$ cat src/rtl/deframer_pkg.sv
// Shared types and defaults for the bit-stream frame deframer.
package deframer_pkg;

  typedef enum logic [1:0] {HUNT, LEN, PAYLOAD, CHECK} state_t;

  localparam int unsigned SYNC_W_DEF    = 16;
  localparam logic [15:0] SYNC_WORD_DEF = 16'hA55A;
  localparam int unsigned MAX_LEN_DEF   = 64;
  localparam int unsigned TIMEOUT_DEF   = 255;

  // Reasons a frame can end in frame_err.
  typedef enum logic [1:0] {
    ERR_NONE     = 2'd0,
    ERR_CHECKSUM = 2'd1,
    ERR_LENGTH   = 2'd2,
    ERR_TIMEOUT  = 2'd3
  } err_cause_t;

endpackage

$ cat src/rtl/deframer_shift8.sv
// MSB-first bit-to-byte assembler; byte_c includes the bit being presented this cycle.
module deframer_shift8 (
  input  logic       clk_x8,
  input  logic       rst,
  input  logic       clr,
  input  logic       bit_in,
  input  logic       bit_valid,
  output logic [7:0] byte_c,
  output logic       byte_done_c
);

  logic [6:0] sreg;
  logic [2:0] cnt;

  always_ff @(posedge clk_x8 or posedge rst) begin
    if (rst) begin
      sreg <= '0;
      cnt  <= '0;
    end else if (clr) begin
      sreg <= '0;
      cnt  <= '0;
    end else if (bit_valid) begin
      sreg <= {sreg[5:0], bit_in};
      cnt  <= cnt + 3'd1;
    end
  end

  assign byte_c      = {sreg, bit_in};
  assign byte_done_c = bit_valid && (cnt == 3'd7);

endmodule

$ cat src/rtl/frame_deframer.sv
// Sync hunt, length/payload/checksum deframing of a recovered serial bit stream.
module frame_deframer
  import deframer_pkg::*;
#(
  parameter int unsigned       SYNC_W    = SYNC_W_DEF,
  parameter logic [SYNC_W-1:0] SYNC_WORD = SYNC_W'(SYNC_WORD_DEF),
  parameter int unsigned       MAX_LEN   = MAX_LEN_DEF,
  parameter int unsigned       TIMEOUT   = TIMEOUT_DEF
) (
  input  logic       clk_x8,
  input  logic       rst,
  input  logic       bit_in,
  input  logic       bit_valid,
  output logic [7:0] byte_out,
  output logic       byte_valid,
  output logic       sof,
  output logic [7:0] frame_len,
  output logic       in_frame,
  output logic       frame_ok,
  output logic       frame_err
);

  localparam int unsigned TW = $clog2(TIMEOUT + 1);

  state_t            state;
  logic [SYNC_W-1:0] sync_sr;
  logic [7:0]        csum;
  logic [7:0]        bcnt;
  logic [TW-1:0]     tcnt;

  logic [SYNC_W-1:0] sync_next_c;
  logic              sync_hit_c;
  logic              timeout_hit_c;
  logic [7:0]        rx_byte_c;
  logic              byte_done_c;

  assign sync_next_c   = {sync_sr[SYNC_W-2:0], bit_in};
  assign sync_hit_c    = (state == HUNT) && bit_valid && (sync_next_c == SYNC_WORD);
  // Fires on the idle cycle that would take the counter to TIMEOUT.
  assign timeout_hit_c = (state != HUNT) && !bit_valid && (tcnt == TW'(TIMEOUT - 1));

  deframer_shift8 u_shift8 (
    .clk_x8      (clk_x8),
    .rst         (rst),
    .clr         (sync_hit_c | timeout_hit_c),
    .bit_in      (bit_in),
    .bit_valid   (bit_valid),
    .byte_c      (rx_byte_c),
    .byte_done_c (byte_done_c)
  );

  // Idle-gap counter, saturating at TIMEOUT.
  always_ff @(posedge clk_x8 or posedge rst) begin
    if (rst) begin
      tcnt <= '0;
    end else if (bit_valid) begin
      tcnt <= '0;
    end else if (tcnt != TW'(TIMEOUT)) begin
      tcnt <= tcnt + TW'(1);
    end
  end

  always_ff @(posedge clk_x8 or posedge rst) begin
    if (rst) begin
      state      <= HUNT;
      sync_sr    <= '0;
      csum       <= '0;
      bcnt       <= '0;
      byte_out   <= '0;
      byte_valid <= 1'b0;
      sof        <= 1'b0;
      frame_len  <= '0;
      in_frame   <= 1'b0;
      frame_ok   <= 1'b0;
      frame_err  <= 1'b0;
    end else begin
      byte_valid <= 1'b0;
      sof        <= 1'b0;
      frame_ok   <= 1'b0;
      frame_err  <= 1'b0;
      if (timeout_hit_c) begin
        frame_err <= 1'b1;
        state     <= HUNT;
        in_frame  <= 1'b0;
        sync_sr   <= '0;
      end else if (bit_valid) begin
        case (state)
          HUNT: begin
            if (sync_hit_c) begin
              state    <= LEN;
              in_frame <= 1'b1;
              csum     <= '0;
              bcnt     <= '0;
              sync_sr  <= '0;
            end else begin
              sync_sr <= sync_next_c;
            end
          end
          LEN: begin
            if (byte_done_c) begin
              frame_len <= rx_byte_c;
              csum      <= rx_byte_c;
              if (rx_byte_c > 8'(MAX_LEN)) begin
                frame_err <= 1'b1;
                state     <= HUNT;
                in_frame  <= 1'b0;
              end else if (rx_byte_c == 8'd0) begin
                state <= CHECK;
              end else begin
                state <= PAYLOAD;
              end
            end
          end
          PAYLOAD: begin
            if (byte_done_c) begin
              byte_out   <= rx_byte_c;
              byte_valid <= 1'b1;
              sof        <= (bcnt == 8'd0);
              csum       <= csum + rx_byte_c;
              bcnt       <= bcnt + 8'd1;
              if ((bcnt + 8'd1) == frame_len) state <= CHECK;
            end
          end
          CHECK: begin
            if (byte_done_c) begin
              frame_ok  <= (rx_byte_c == csum);
              frame_err <= (rx_byte_c != csum);
              state     <= HUNT;
              in_frame  <= 1'b0;
            end
          end
          default: state <= HUNT;
        endcase
      end
    end
  end

endmodule

$ cat config.mk
export PLATFORM = sky130hd
export DESIGN_NAME = frame_deframer
export DESIGN_NICKNAME = d
export VERILOG_FILES = /design/src/rtl/deframer_pkg.sv /design/src/rtl/deframer_shift8.sv /design/src/rtl/frame_deframer.sv
export SDC_FILE = /design/constraint.sdc
export NUM_CORES = 1
export LEC_CHECK = 0
export CORE_UTILIZATION = 53
export DETAILED_ROUTE_END_ITERATION = 16
export PLACE_DENSITY = 0.75
export SLEW_MARGIN = 5
export SYNTH_ARGS = -nofsm -noshare
export SYNTH_HDL_FRONTEND = slang
export SYNTH_SLANG_ARGS = --single-unit
$ cat constraint.sdc
create_clock -name clk_x8 -period 2.2 [get_ports clk_x8]
set_input_delay 0.33 -clock clk_x8 [delete_from_list [all_inputs] [get_ports clk_x8]]
set_output_delay 0.33 -clock clk_x8 [all_outputs]
set_load 0.005 [all_outputs]
# Word level (Yosys, flattened, before mapping)

Index checks and enable logic that the tools add are counted.

Flip-flop bits (word level): 72
Logic and storage cells: 115
Input port bits: 4

Bitwise logic cells: 2
Muxes and demuxes: 51
Reduce and logical (&&, ||, !) cells: 24
$add $sub $neg: 4
Magnitude comparators: 1
Equality and inequality tests: 19

Operators with widths:

| operator                                            | number |
|---|---|
| two-way mux 15 bit                                  | 4 |
| two-way mux 8 bit                                   | 6 |
| two-way mux 1 bit                                   | 24 |
| one-hot mux 8 bit (3 select lines)                  | 1 |
| inequality test 3 bit (second input constant)       | 6 |
| AND reduction 6 bit                                 | 3 |
| adder 8 x 1 -> 8 bit (second input constant)        | 2 |
| equality test 16 bit (second input constant)        | 1 |
| equality test 8 bit                                 | 2 |
| logical NOT 8 bit                                   | 2 |
| two-way mux 2 bit                                   | 8 |
| one-hot mux 8 bit (2 select lines)                  | 1 |
| two-way mux 7 bit                                   | 2 |
| nonzero test 2 bit                                  | 6 |
| adder 8 bit                                         | 1 |
| equality test 8 bit (second input constant)         | 1 |
| > comparator 8 x 7 -> 1 bit (second input constant) | 1 |
| inequality test 8 bit                               | 1 |
| inequality test 8 bit (second input constant)       | 1 |
| one-hot mux 2 bit (4 select lines)                  | 1 |
| AND reduction 4 bit                                 | 2 |
| two-way mux 3 bit                                   | 2 |
| inequality test 2 bit (second input constant)       | 3 |
| logical AND 1 bit                                   | 5 |
| 14 further kinds                                    | 15 |

# Depth between registers and ports, before layout

Gate-level depths: netlist (run 1).

Depth in word-level cells: 7
Mapped depth: 9
Gate-level depth less buffers: 8

# By module

Synthesis (run 1) repeated with hierarchy kept, for this count alone.

Cells, all modules: 397
Area total of the unflattened synthesis: 3928.8 um^2

Modules (own cells, without submodules):

| module          | instances | area each (um^2) | sequential area each (um^2) | cells an instance |
|---|---|---|---|---|
| frame_deframer  | 1         | 3482.1           | 1551.5                      | 360 |
| deframer_shift8 | 1         | 446.7            | 250.2                       | 37 |

# Worst setup path before layout (run 1)

No wires, ideal clock.

Kind: register to register
Start: reg csum[0]
End: reg csum[6]
Arrival: 2.084 ns
Buffers on the path: 0
Cell stages (with the launch flop): 9
Path slack: 0.034 ns
Library setup time: 0.082 ns
Period minus slack after synthesis: 2.166 ns
Cell sequence: dfrtp_1 > ha_1 > fa_1 > a21o_1 > a21oi_1 > nor2b_1 > or4_1 > and3_1 > o22ai_1

Word-level cells in the longest chain between the ends: 3

RTL lines:

| item                               | line                  | source |
|---|---|---|
| start: declaration                 | frame_deframer.sv:27  | `logic [7:0] csum;` |
| start signal: assignment           | frame_deframer.sv:102 | `csum <= rx_byte_c;` |
| start signal: assignment           | frame_deframer.sv:119 | `csum <= csum + rx_byte_c;` |
| adder 8 bit                        | frame_deframer.sv:119 |  |
| two-way mux 8 bit                  | frame_deframer.sv:115 | `if (byte_done_c) begin` |
| one-hot mux 8 bit (3 select lines) | frame_deframer.sv:87  | `case (state)` |

Every way passes these cells. The select of a mux whose other input is x is not followed.
A chain may end at the register's enable or synchronous reset.

# Worst setup path after layout (run 1)

Start: reg u_shift8.sreg[0]
End: reg csum[6]

Word-level cells in the longest chain between the ends: 3

RTL lines:

| item                               | line                  | source |
|---|---|---|
| start: declaration                 | deframer_shift8.sv:12 | `logic [6:0] sreg;` |
| start signal: assignment           | deframer_shift8.sv:23 | `sreg <= {sreg[5:0], bit_in};` |
| adder 8 bit                        | frame_deframer.sv:119 |  |
| two-way mux 8 bit                  | frame_deframer.sv:115 |  |
| one-hot mux 8 bit (3 select lines) | frame_deframer.sv:87  |  |

Every way passes these cells. The select of a mux whose other input is x is not followed.

==> results by group, run 1 <==
Run status
  – Outcome: finished, violations left
  – Failing checks: negative setup slack

Drt
  – 1st-iter DRT viols: 179
  – Detailed-route via count: 3151
  – Total Routed Length: 9220 um
  – Post-route ant nets: 0
  – DRC: 0
  – Vias per cell: 5.78
  – WL/cell: 16.9 um
  – Pre-antenna DRT Iters: 5

Critical path
  – Crit end category: register
  – CP cell instances: buf_12 > fa_2 > a21o_1 > a21oi_2 > nor2b_1 > or4_1 > and3_1 > o22ai_1
  – CP max-delay cell: dfrtp_2
  – Crit path DAT: 2470 ps
  – Reg2Reg Depth: 8
  – Crit start category: register
  – Critical Path Fanout Max: 3
  – CP required: 2470 ps
  – CP Class: reg -> reg
  – Largest stage delay, worst path: 440 ps

Timing
  – Final setup viols: 1
  – Post-layout min period: 2210 ps
  – Final Skew: 10.2 ps
  – RSZ-0062 raised after global routing: yes
  – Slew Limit Fails: 0
  – Crit share post-route: 1.00
  – Tightest Pin Transition: 560 ps
  – Worst slew margin: 0.626
  – Fmax: 453 MHz
  – Hold Vio Cnt, Final: 0
  – Setup ws final: -7.52 ps

Yosys
  – Synth cell count leaders: dfrtp_1 (72), nand2_1 (39), nor2_1 (28), nand3_1 (21), inv_1 (19)
  – Cell accounting for the most synthesized area: dfrtp_1
  – Synth Area in Adders: 0.0632
  – Syn nets: 409
  – Synth Warn #: 0
  – Compound-gate portion of the synthesized area: 0.151
  – Mux contribution to synthesized area: 0.0725
  – Register area share after synthesis: 0.464
  – Count leader, synth: dfrtp_1
  – Post-synth EDFFs: 0
  – Largest cells by area after synthesis: dfrtp_1 (46%), ha_1 (5.8%), mux2_2 (4.9%)
  – Mapped Area: 0.00388 sq mm
  – Mean Syn Cell Area: 10.1 sq um
  – Post-synth ARST share: 1.00
  – Synth Instances: 386
  – Main combinational cell family by area after synthesis: simple AND/OR/NAND/NOR gates
  – Synth Register Bits: 72
  – Post-synth top area share: 0.464
  – Unique masters post-synth: 55
  – Synth Area in XOR/XNOR: 0.0338
  – Simple-gate share of the synthesized area: 0.176
  – Main synth FF type: dfrtp_1

Global routing
  – Vias in the first global route: 3044
  – Global-route wire length before repair: 14900 um
  – GR Overflow Total: 0
  – Largest net degree at the start of global routing: 26
  – Initial antenna violation count: 0
  – GRT Overall Usage: 0.255

Die
  – Initial Util: 0.559
  – Die Wd: 87.6 um
  – Die height: 87.6 um
  – Ports: 25
  – Row cnt: 30
  – Die ar.: 0.00767 sq mm
  – Placeable Area: 0.00694 sq mm

Cells and area
  – Share of cells above drive strength 1: 0.212
  – Util after Layout: 0.686
  – Design Area, Final: 0.00476 sq mm
  – Synth-to-layout area growth: 22.7%
  – Nets: 468
  – Diode count: 0

Power
  – Max VDD drop: 0.410 mV
  – Sw power: 940 uW
  – Leak Pwr: 2.21 nW
  – Comb pwr share: 0.196
  – Clock power frac: 0.340
  – P_int: 2.37 mW
  – Sw Share: 0.284
  – Cell Pwr Density: 694 mW/mm^2
  – Flop pwr share: 0.464

Job
  – Max_cap viols: 0

CTS
  – Cts hold-fix bufs: 0
  – CTS tree: done
  – Worst-skew pair later-pin latency: 350 ps
  – Clk slew on worst S/H paths: 80 ps
  – Num CTS Buffers: 9
  – Clk root buf: clkbuf_8
  – Longest Clk Path Bufs: 2
  – CTS Sinks: 72
  – # H-tree levels: 3

Place
  – Area after DPL: 0.00449 sq mm
  – Port bufs: 24
  – Half-perimeter wire length after detailed placement: 6420 um
  – DP Worst Slack: -547 ps
  – Final GP Congestion: 0.913

Min path
  – Min-Delay Path Class: in -> async
==> path summary, 6_finish.rpt <==
kind                                               from  slack, ps                endpoint
setup / recovery           u_shift8.sreg[0]$_DFFE_PP0P_         -8     csum[6]$_DFFE_PP0P_
hold / removal                                      rst        350  sync_sr[8]$_DFFE_PP0P_
setup reg to reg           u_shift8.sreg[0]$_DFFE_PP0P_         -8     csum[6]$_DFFE_PP0P_
hold reg to reg                  sync_sr[0]$_DFFE_PP0P_        510  sync_sr[0]$_DFFE_PP0P_
max in group asynchronous                           rst       1300     bcnt[1]$_DFFE_PP0P_
min in group clk_x8              sync_sr[0]$_DFFE_PP0P_        510  sync_sr[0]$_DFFE_PP0P_
==> per-stage QoR <==
| step | TNS (ps) | hold WS [ps] | power (mW) | std cells |
|---|---|---|---|---|
| floorplan | 0 | 454 | 1.92 | 386 |
| global placement | -3990 | 475 | 2.12 | 527 |
| detailed placement | -4430 | 485 | 2.15 | 527 |
| CTS | 0 | 358 | 3.28 | 542 |
| global route | -185 | 382 | 3.45 | 545 |
| finish | -7.52 | 351 | 3.31 | 545 |
==> cell usage in the layout (no fill, tap or decap), types with 7 or more instances in the layout <==
| master | instances |
|---|---|
| nand3_1 | 21 |
| dfrtp_1 | 69 |
| xnor2_1 | 8 |
| nand2_1 | 39 |
| o22ai_1 | 7 |
| ha_1 | 15 |
| clkbuf_8 | 9 |
| inv_1 | 18 |
| a22o_1 | 11 |
| mux2i_1 | 9 |
| o21ai_0 | 12 |
| xor2_1 | 7 |
| mux2_2 | 16 |
| nor2_1 | 28 |
| clkdlybuf4s50_1 | 23 |
| o21ai_1 | 10 |
| buf_4 | 40 |
==> metal layers <==
metal  share of wire  global-route usage  routed length [um]
met5               0                   0                   0
met4           0.020              0.0820                 182
met3           0.042              0.0528                 388
met2            0.47               0.403                4350
met1            0.47               0.354                4290
==> state kept, by name, indices dropped and copies added (netlist names) <==
| register | cells |
|---|---|
| sync_sr | 15 |
| bcnt | 8 |
| byte_out | 8 |
| csum | 8 |
| frame_len | 8 |
| tcnt | 8 |
| u_shift8.sreg | 7 |
| u_shift8.cnt | 3 |
| state | 2 |
| byte_valid | 1 |
| frame_err | 1 |
| frame_ok | 1 |
| in_frame | 1 |
| sof | 1 |
==> power groups by stage <==
stage               Clock (mW)  Combinational, mW  Sequential (mW)
floorplan                    0              0.369             1.55
global placement             0              0.568             1.55
detailed placement           0              0.594             1.56
CTS                       1.14              0.609             1.53
global route              1.19              0.710             1.55
finish                    1.12              0.647             1.53
==> cell families (layout without fill, tap and decap cells) <==
kind of cell | count (synthesis) | count (layout)
buffers and inverters | 38 | 101
muxes | 26 | 26
adders and majority gates | 19 | 19
xor gates and xnor gates | 15 | 15
and+or+nand+nor | 135 | 135
DFF | 72 | 72
AOI/OAI and AO/OA | 81 | 81
==> repair_timing <==
item / in CTS / in global routing
endpoints found under the setup margin: 2 / 4
endpoints found under the hold margin: 0 / 0
resized for setup: 5 / 8
buffers inserted: 0 / 3
pin swaps: 1 / 8
==> critical path: cells and delay by family, from the launching register on <==
kind / cells / cell delay (ps)
AO/OA/AOI/OAI: 3 / 470
buffers and inverters: 1 / 140
adder cells (fa/ha/maj): 1 / 390
AND/OR/NAND/NOR: 3 / 700
flip-flops: 1 / 440
==> layout make-up <==
class	count	area, sq um
multi-input cells	276	1960
inverters	19	71.3
repair buffers	67	599
clock inverters	6	85.1
flip-flops and latches	72	1810
clock buffers	9	124
well taps	96	120
fillers	498	2180
Power figures use the tool's default switching activity.
==> inputs of run 2 (changes only) <==
--- a/config.mk
+++ b/config.mk
@@ -6,6 +6,7 @@
 export NUM_CORES = 1
 export LEC_CHECK = 0
 export CORE_UTILIZATION = 53
+export CTS_BUF_LIST = sky130_fd_sc_hd__clkbuf_16
 export DETAILED_ROUTE_END_ITERATION = 16
 export PLACE_DENSITY = 0.75
 export SLEW_MARGIN = 5
==> constraint.sdc (replaced) <==
create_clock -name clk_x8 -period 2.2 [get_ports clk_x8]
set_input_delay 0.33 -clock clk_x8 [delete_from_list [all_inputs] [get_ports clk_x8]]
set_output_delay 0.33 -clock clk_x8 [all_outputs]
set_load 0.01 [all_outputs]
==> results by group, run 2 (synthesis gave the netlist of run 1 again) <==
Cells and area
  – Commonest non-fill, non-tap cell in the layout: dfrtp_1
  – Max reg flops: 15 (unchanged)
  – Fillers: 477 (-4.2%)
  – Commonest cells after routing, fill and taps aside: dfrtp_1 (69), buf_4 (43), nand2_1 (39), nor2_1 (28), clkdlybuf4s50_1 (23)
  – Synth-to-layout area growth: 26.1%
  – Util after Layout: 0.705 (+0.0189)
  – Share of cells above drive strength 1: 0.220 (+0.00793)
  – Nets: 470 (+0.43%)
  – Diode count: 0 (unchanged)
  – Reg with most FFs: sync_sr
  – Finished Layout Cells: 547 (+0.37%)
  – Design Area, Final: 0.00490 sq mm (+2.8%)

Timing
  – Crit share post-route: 0.991 (-0.0121)
  – Tightest Pin Transition: 569 ps (+8.92 ps)
  – Hold Vio Cnt, Final: 0 (unchanged)
  – Fmax: 459 MHz (+1.2%)
  – Worst slew margin: 0.620 (-0.00596)
  – Setup ws final: 19.1 ps (+26.6 ps)
  – Fin Setup TNS: 0 ps (+7.52 ps)
  – Final setup viols: 0 (-1)
  – Final Skew: 4.86 ps (-5.30 ps)
  – RSZ-0062 raised after global routing: yes
  – Slew Limit Fails: 0 (unchanged)
  – Post-layout min period: 2180 ps (-26.6 ps)

Critical path
  – CP required: 2450 ps (-20 ps)
  – Critical Path Fanout Max: 2 (-1)
  – Largest stage delay, worst path: 410 ps (-30 ps)
  – FF-to-FF Start: csum[0]$_DFFE_PP0P_
  – CP max-delay cell: dfrtp_1
  – FF-to-FF End: csum[6]$_DFFE_PP0P_
  – Crit start category: register
  – Crit end category: register
  – CP Class: reg -> reg
  – Delay-heaviest family, CP: simple AND/OR/NAND/NOR gates
  – Reg2Reg Depth: 8 (unchanged)
  – CP cell instances: ha_4 > fa_2 > a21o_1 > a21oi_2 > nor2b_1 > or4_1 > and3_1 > o22ai_2
  – R2R Setup Slk: 20 ps (+30 ps)
  – CP Buf/Inv Count: 0 (-1)
  – Critical path depth: 8 (unchanged)
  – Crit path DAT: 2430 ps (-40 ps)

Power
  – Comb pwr share: 0.175 (-0.021)
  – Clock power frac: 0.412 (+0.072)
  – Cell Pwr Density: 759 mW/mm^2 (+9.4%)
  – Sw Share: 0.267 (-0.0171)
  – P_int: 2.72 mW (+15%)
  – Leak Pwr: 2.27 nW (+2.5%)
  – Flop pwr share: 0.414 (-0.050)
  – Sw power: 994 uW (+5.7%)
  – Max VDD drop: 0.477 mV (+16%)

CTS
  – Clk slew on worst S/H paths: 60 ps (-20 ps)
  – Cts hold-fix bufs: 0 (unchanged)
  – Longest Clk Path Bufs: 2 (unchanged)
  – CTS tree: done
  – Clk root buf: clkbuf_16
  – CTS Sinks: 72 (unchanged)
  – # H-tree levels: 3 (unchanged)
  – Num CTS Buffers: 9 (unchanged)
  – Worst-skew pair later-pin latency: 330 ps (-20 ps)

Global routing
  – Largest net degree at the start of global routing: 26 (unchanged)
  – Vias in the first global route: 3110 (+2.2%)
  – GR Overflow Total: 0 (unchanged)
  – GRT Overall Usage: 0.264 (+0.00853)
  – Global-route wire length before repair: 15300 um (+2.5%)
  – Initial antenna violation count: 0 (unchanged)

Die
  – Row cnt: 30 (unchanged)
  – Die height: 87.6 um (unchanged)
  – Placeable Area: 0.00694 sq mm (unchanged)
  – Ports: 25 (unchanged)
  – Initial Util: 0.559 (unchanged)
  – Die ar.: 0.00767 sq mm (unchanged)
  – Die Wd: 87.6 um (unchanged)

Place
  – Half-perimeter wire length after detailed placement: 6420 um (unchanged)
  – DP Worst Slack: -547 ps (unchanged)
  – Port bufs: 24 (unchanged)
  – Area after DPL: 0.00449 sq mm (unchanged)
  – Dpl cells: 527 (unchanged)
  – Final GP Congestion: 0.913 (unchanged)

Drt
  – DRC: 0 (unchanged)
  – Detailed-route via count: 3221 (+2.2%)
  – Post-route ant nets: 0 (unchanged)
  – Total Routed Length: 9410 um (+2.2%)
  – Pre-antenna DRT Iters: 5 (unchanged)
  – 1st-iter DRT viols: 198 (+11%)
  – Vias per cell: 5.89 (+1.8%)
  – WL/cell: 17.2 um (+1.8%)

Min path
  – Min-Delay Path Class: in -> async

Job
  – Max_cap viols: 0 (unchanged)

Run status
  – Outcome: complete, no violations
## run 2: changes by cell type in the layout (fill, tap and decap cells not counted), sizes merged
cell,change
buf,+2
## run 2: worst register-to-register path, cell delays in order, from the launching register on
cell and delay [ps]:
dfrtp_1 410, ha_4 180, fa_2 360, a21o_1 180, a21oi_2 170, nor2b_1 80, or4_1 410, and3_1 210
o22ai_2 90
## run 2: worst max path at each step
stage	startpoint	endpoint
final	csum[0]$_DFFE_PP0P_	csum[6]$_DFFE_PP0P_
after global routing	u_shift8.sreg[0]$_DFFE_PP0P_	csum[7]$_DFFE_PP0P_
after CTS	u_shift8.sreg[0]$_DFFE_PP0P_	csum[7]$_DFFE_PP0P_
after detailed placement	bit_in	csum[6]$_DFFE_PP0P_
after global placement	bit_in	csum[6]$_DFFE_PP0P_
after floorplan	csum[0]$_DFFE_PP0P_	csum[6]$_DFFE_PP0P_
## run 2: cell type report
class | instances | area, sq um | share of cell area
well taps | 96 | 120 | 0.0245
flip-flops and latches | 72 | 1810 | 0.369
clock buffers | 9 | 225 | 0.0460
multi-input cells | 276 | 1990 | 0.406
repair buffers | 69 | 602 | 0.123
clock inverters | 6 | 85.1 | 0.0174
inverters | 19 | 71.3 | 0.0146
## run 2: per-layer routing
metal,share of wire,track usage,vias to the layer above,wire (um)
met5,0,0,-,0
met4,0.018,0.0849,0,171
met3,0.059,0.0716,22,552
met2,0.48,0.419,110,4540
met1,0.44,0.353,1580,4150
li1,-,-,1509,-
## run 2: through the flow
stage | power (mW) | hold WS, ps
after floorplan | 1.92 | 454
after global placement | 2.12 | 475
after detailed placement | 2.15 | 485
after CTS | 3.70 | 391
after global routing | 3.86 | 419
final | 3.72 | 379
## run 2: what timing repair did
item                                    in CTS  in global routing
endpoints found under the setup margin       2                 14
pin swaps                                    1                 11
cloned                                       0                  0
gates resized for setup                      6                 10
buffers inserted                             1                  4
## run 2: power by group through the flow
stage | Sequential [mW] | Clock [mW] | Combinational, mW
floorplan | 1.55 | 0 | 0.369
global placement | 1.55 | 0 | 0.568
detailed placement | 1.56 | 0 | 0.594
CTS | 1.54 | 1.54 | 0.619
global route | 1.55 | 1.60 | 0.716
finish | 1.54 | 1.53 | 0.649
==> inputs of run 3 (changes only) <==
--- a/config.mk
+++ b/config.mk
@@ -5,10 +5,11 @@
 export SDC_FILE = /design/constraint.sdc
 export NUM_CORES = 1
 export LEC_CHECK = 0
-export CORE_UTILIZATION = 53
+export CORE_UTILIZATION = 64
 export CTS_BUF_LIST = sky130_fd_sc_hd__clkbuf_16
 export DETAILED_ROUTE_END_ITERATION = 16
-export PLACE_DENSITY = 0.75
+export PLACE_DENSITY = 0.85
+export REMOVE_ABC_BUFFERS = 1
 export SLEW_MARGIN = 5
 export SYNTH_ARGS = -nofsm -noshare
 export SYNTH_HDL_FRONTEND = slang
==> constraint.sdc (replaced) <==
create_clock -name clk_x8 -period 2.6 [get_ports clk_x8]
set_input_delay 0.39 -clock clk_x8 [delete_from_list [all_inputs] [get_ports clk_x8]]
set_output_delay 0.39 -clock clk_x8 [all_outputs]
set_load 0.01 [all_outputs]
==> results by group, run 3 (synthesis gave the netlist of run 1 again) <==
Run status
  – Outcome: complete, no violations

CTS
  – Post-CTS sizing: 0 (-6)
  – CTS Sinks: 72 (unchanged)
  – CTS tree: done
  – Num CTS Buffers: 9 (unchanged)
  – Cts hold-fix bufs: 0 (unchanged)
  – Clk slew on worst S/H paths: 60 ps (about the same)
  – Post CTS Setup Buffer Count: 0 (-1)
  – Worst-skew pair later-pin latency: 330 ps (about the same)
  – Longest Clk Path Bufs: 2 (unchanged)
  – # H-tree levels: 3 (unchanged)
  – Clk root buf: clkbuf_16

Drt
  – Pre-antenna DRT Iters: 4 (-1)
  – Post-route ant nets: 0 (unchanged)
  – Detailed-route via count: 3111 (-3.4%)
  – Total Routed Length: 8850 um (-6.0%)
  – 1st-iter DRT viols: 240 (+21%)
  – Vias per cell: 6.28 (+6.7%)
  – WL/cell: 17.9 um (+3.8%)
  – DRC: 0 (unchanged)

Power
  – Max VDD drop: 0.573 mV (+20%)
  – Cell Pwr Density: 658 mW/mm^2 (-13%)
  – Leak Pwr: 2.10 nW (-7.5%)

Critical path
  – Crit end category: register
  – CP required: 2860 ps (+410 ps)
  – Crit start category: primary input
  – CP Class: in -> reg
  – Critical Path Fanout Max: 2 (unchanged)
  – Crit path DAT: 2730 ps (+300 ps)

Die
  – Die height: 79.9 um (-8.8%)
  – Ports: 25 (unchanged)
  – Placeable Area: 0.00589 sq mm (-15%)
  – Die Wd: 79.9 um (-8.8%)
  – Die ar.: 0.00638 sq mm (-17%)
  – Row cnt: 28 (-6.7%)
  – Initial Util: 0.660 (+0.101)

Cells and area
  – Commonest non-fill, non-tap cell in the layout: dfrtp_1
  – Design Area, Final: 0.00454 sq mm (-7.2%)
  – Diode count: 0 (unchanged)
  – Seq. cell area: 0.00180 sq mm (-0.21%)
  – Nets: 438 (-6.8%)
  – Commonest cells after routing, fill and taps aside: dfrtp_1 (72), nand2_1 (39), nor2_1 (28), clkdlybuf4s50_1 (24), nand3_1 (21)
  – Reg with most FFs: sync_sr
  – Synth-to-layout area growth: 17.0%
  – Fillers: 383 (-20%)
  – Share of cells above drive strength 1: 0.126 (-0.0933)
  – Max reg flops: 15 (unchanged)
  – Multi-input combinational cell area: 0.00193 sq mm (-3.0%)

Global routing
  – Global-route wire length before repair: 14700 um (-3.4%)
  – Largest net degree at the start of global routing: 73 (+180%)
  – Initial antenna violation count: 0 (unchanged)
  – GRT Overall Usage: 0.304 (+0.0408)
  – Vias in the first global route: 2939 (-5.5%)
  – Gr busiest metal: met2
  – GR Overflow Total: 0 (unchanged)
  – Met3 usage: 0.0594 (-0.0122)
  – Grt met2 use: 0.476 (+0.0570)
  – Met1 GRT Util: 0.417 (+0.0640)

Job
  – Max_cap viols: 0 (unchanged)

Timing
  – Final Skew: 6.09 ps (+1.23 ps)
  – Final setup viols: 0 (unchanged)
  – Post-layout min period: 2470 ps
  – Crit share post-route: 0.952
  – Worst slew margin: 0.559 (-0.0613)
  – RSZ-0062 raised after global routing: no
  – WHS: 434 ps (+54.7 ps)
  – Hold Vio Cnt, Final: 0 (unchanged)
  – Fmax: 404 MHz
  – Tightest Pin Transition: 653 ps (+84.2 ps)
  – Slew Limit Fails: 0 (unchanged)

Place
  – Half-perimeter wire length after detailed placement: 5880 um (-8.4%)
  – Area after DPL: 0.00425 sq mm (-5.4%)
  – Final GP Congestion: 0.884 (-3.1%)
  – Port bufs: 24 (unchanged)

Min path
  – Min-Delay Path Class: in -> async
[run 3: per-stage QoR]
| stage | setup TNS, ps | utilization | std cells | setup slack (ps) | total power, mW |
|---|---|---|---|---|---|
| after floorplan | 0 | - | 367 | 385 | 1.61 |
| after detailed placement | -208 | 0.721 | 479 | -187 | 1.76 |
| after global placement | -125 | 0.721 | 479 | -125 | 1.74 |
| final | 0 | 0.772 | 495 | 126 | 2.99 |
| after CTS | 0 | 0.772 | 495 | 140 | 2.99 |
| after global routing | 0 | 0.772 | 495 | 88.4 | 3.11 |
[run 3: area by class of cell]
cell class,count,share of cell area
Inverter,19,0.0157
Timing Repair Buffer,37,0.0771
Sequential cell,72,0.397
Multi-Input combinational cell,276,0.425
Clock inverter,7,0.0157
Tap cell,75,0.0207
Clock buffer,9,0.0496
[run 3: layer usage]
metal	up-vias	share of wire
met3	19	0.050
li1	1452	-
met5	-	0
met4	0	0.018
met1	1551	0.44
met2	89	0.49
[run 3: report_power, final]
part	total (mW)	leakage, nW	switching (mW)	internal (mW)
registers	1.33	0.955	0.113	1.22
clock network	1.23	0.141	0.491	0.743
logic	0.426	1.00	0.229	0.197
[run 3: worst paths after layout]
check	start	endpoint	slack, ps	cells after the start
max in group asynchronous	rst	csum[1]$_DFFE_PP0P_	1830	3
worst min register to register	byte_out[7]$_DFFE_PP0P_	byte_out[7]$_DFFE_PP0P_	510	1
worst max register to register	bcnt[0]$_DFFE_PP0P_	state[1]$_DFFE_PP0P_	170	7
worst min-delay path	rst	sync_sr[8]$_DFFE_PP0P_	430	3
worst max-delay path	bit_in	csum[6]$_DFFE_PP0P_	130	9
min in group clk_x8	byte_out[7]$_DFFE_PP0P_	byte_out[7]$_DFFE_PP0P_	510	1
[run 3: critical path: stages]
cell and delay [ps]:
clkdlybuf4s50_1 470, ha_1 260, fa_1 380, a21o_1 190
a21oi_1 190, nor2b_1 90, or4_1 470, and3_1 180
o22ai_1 100
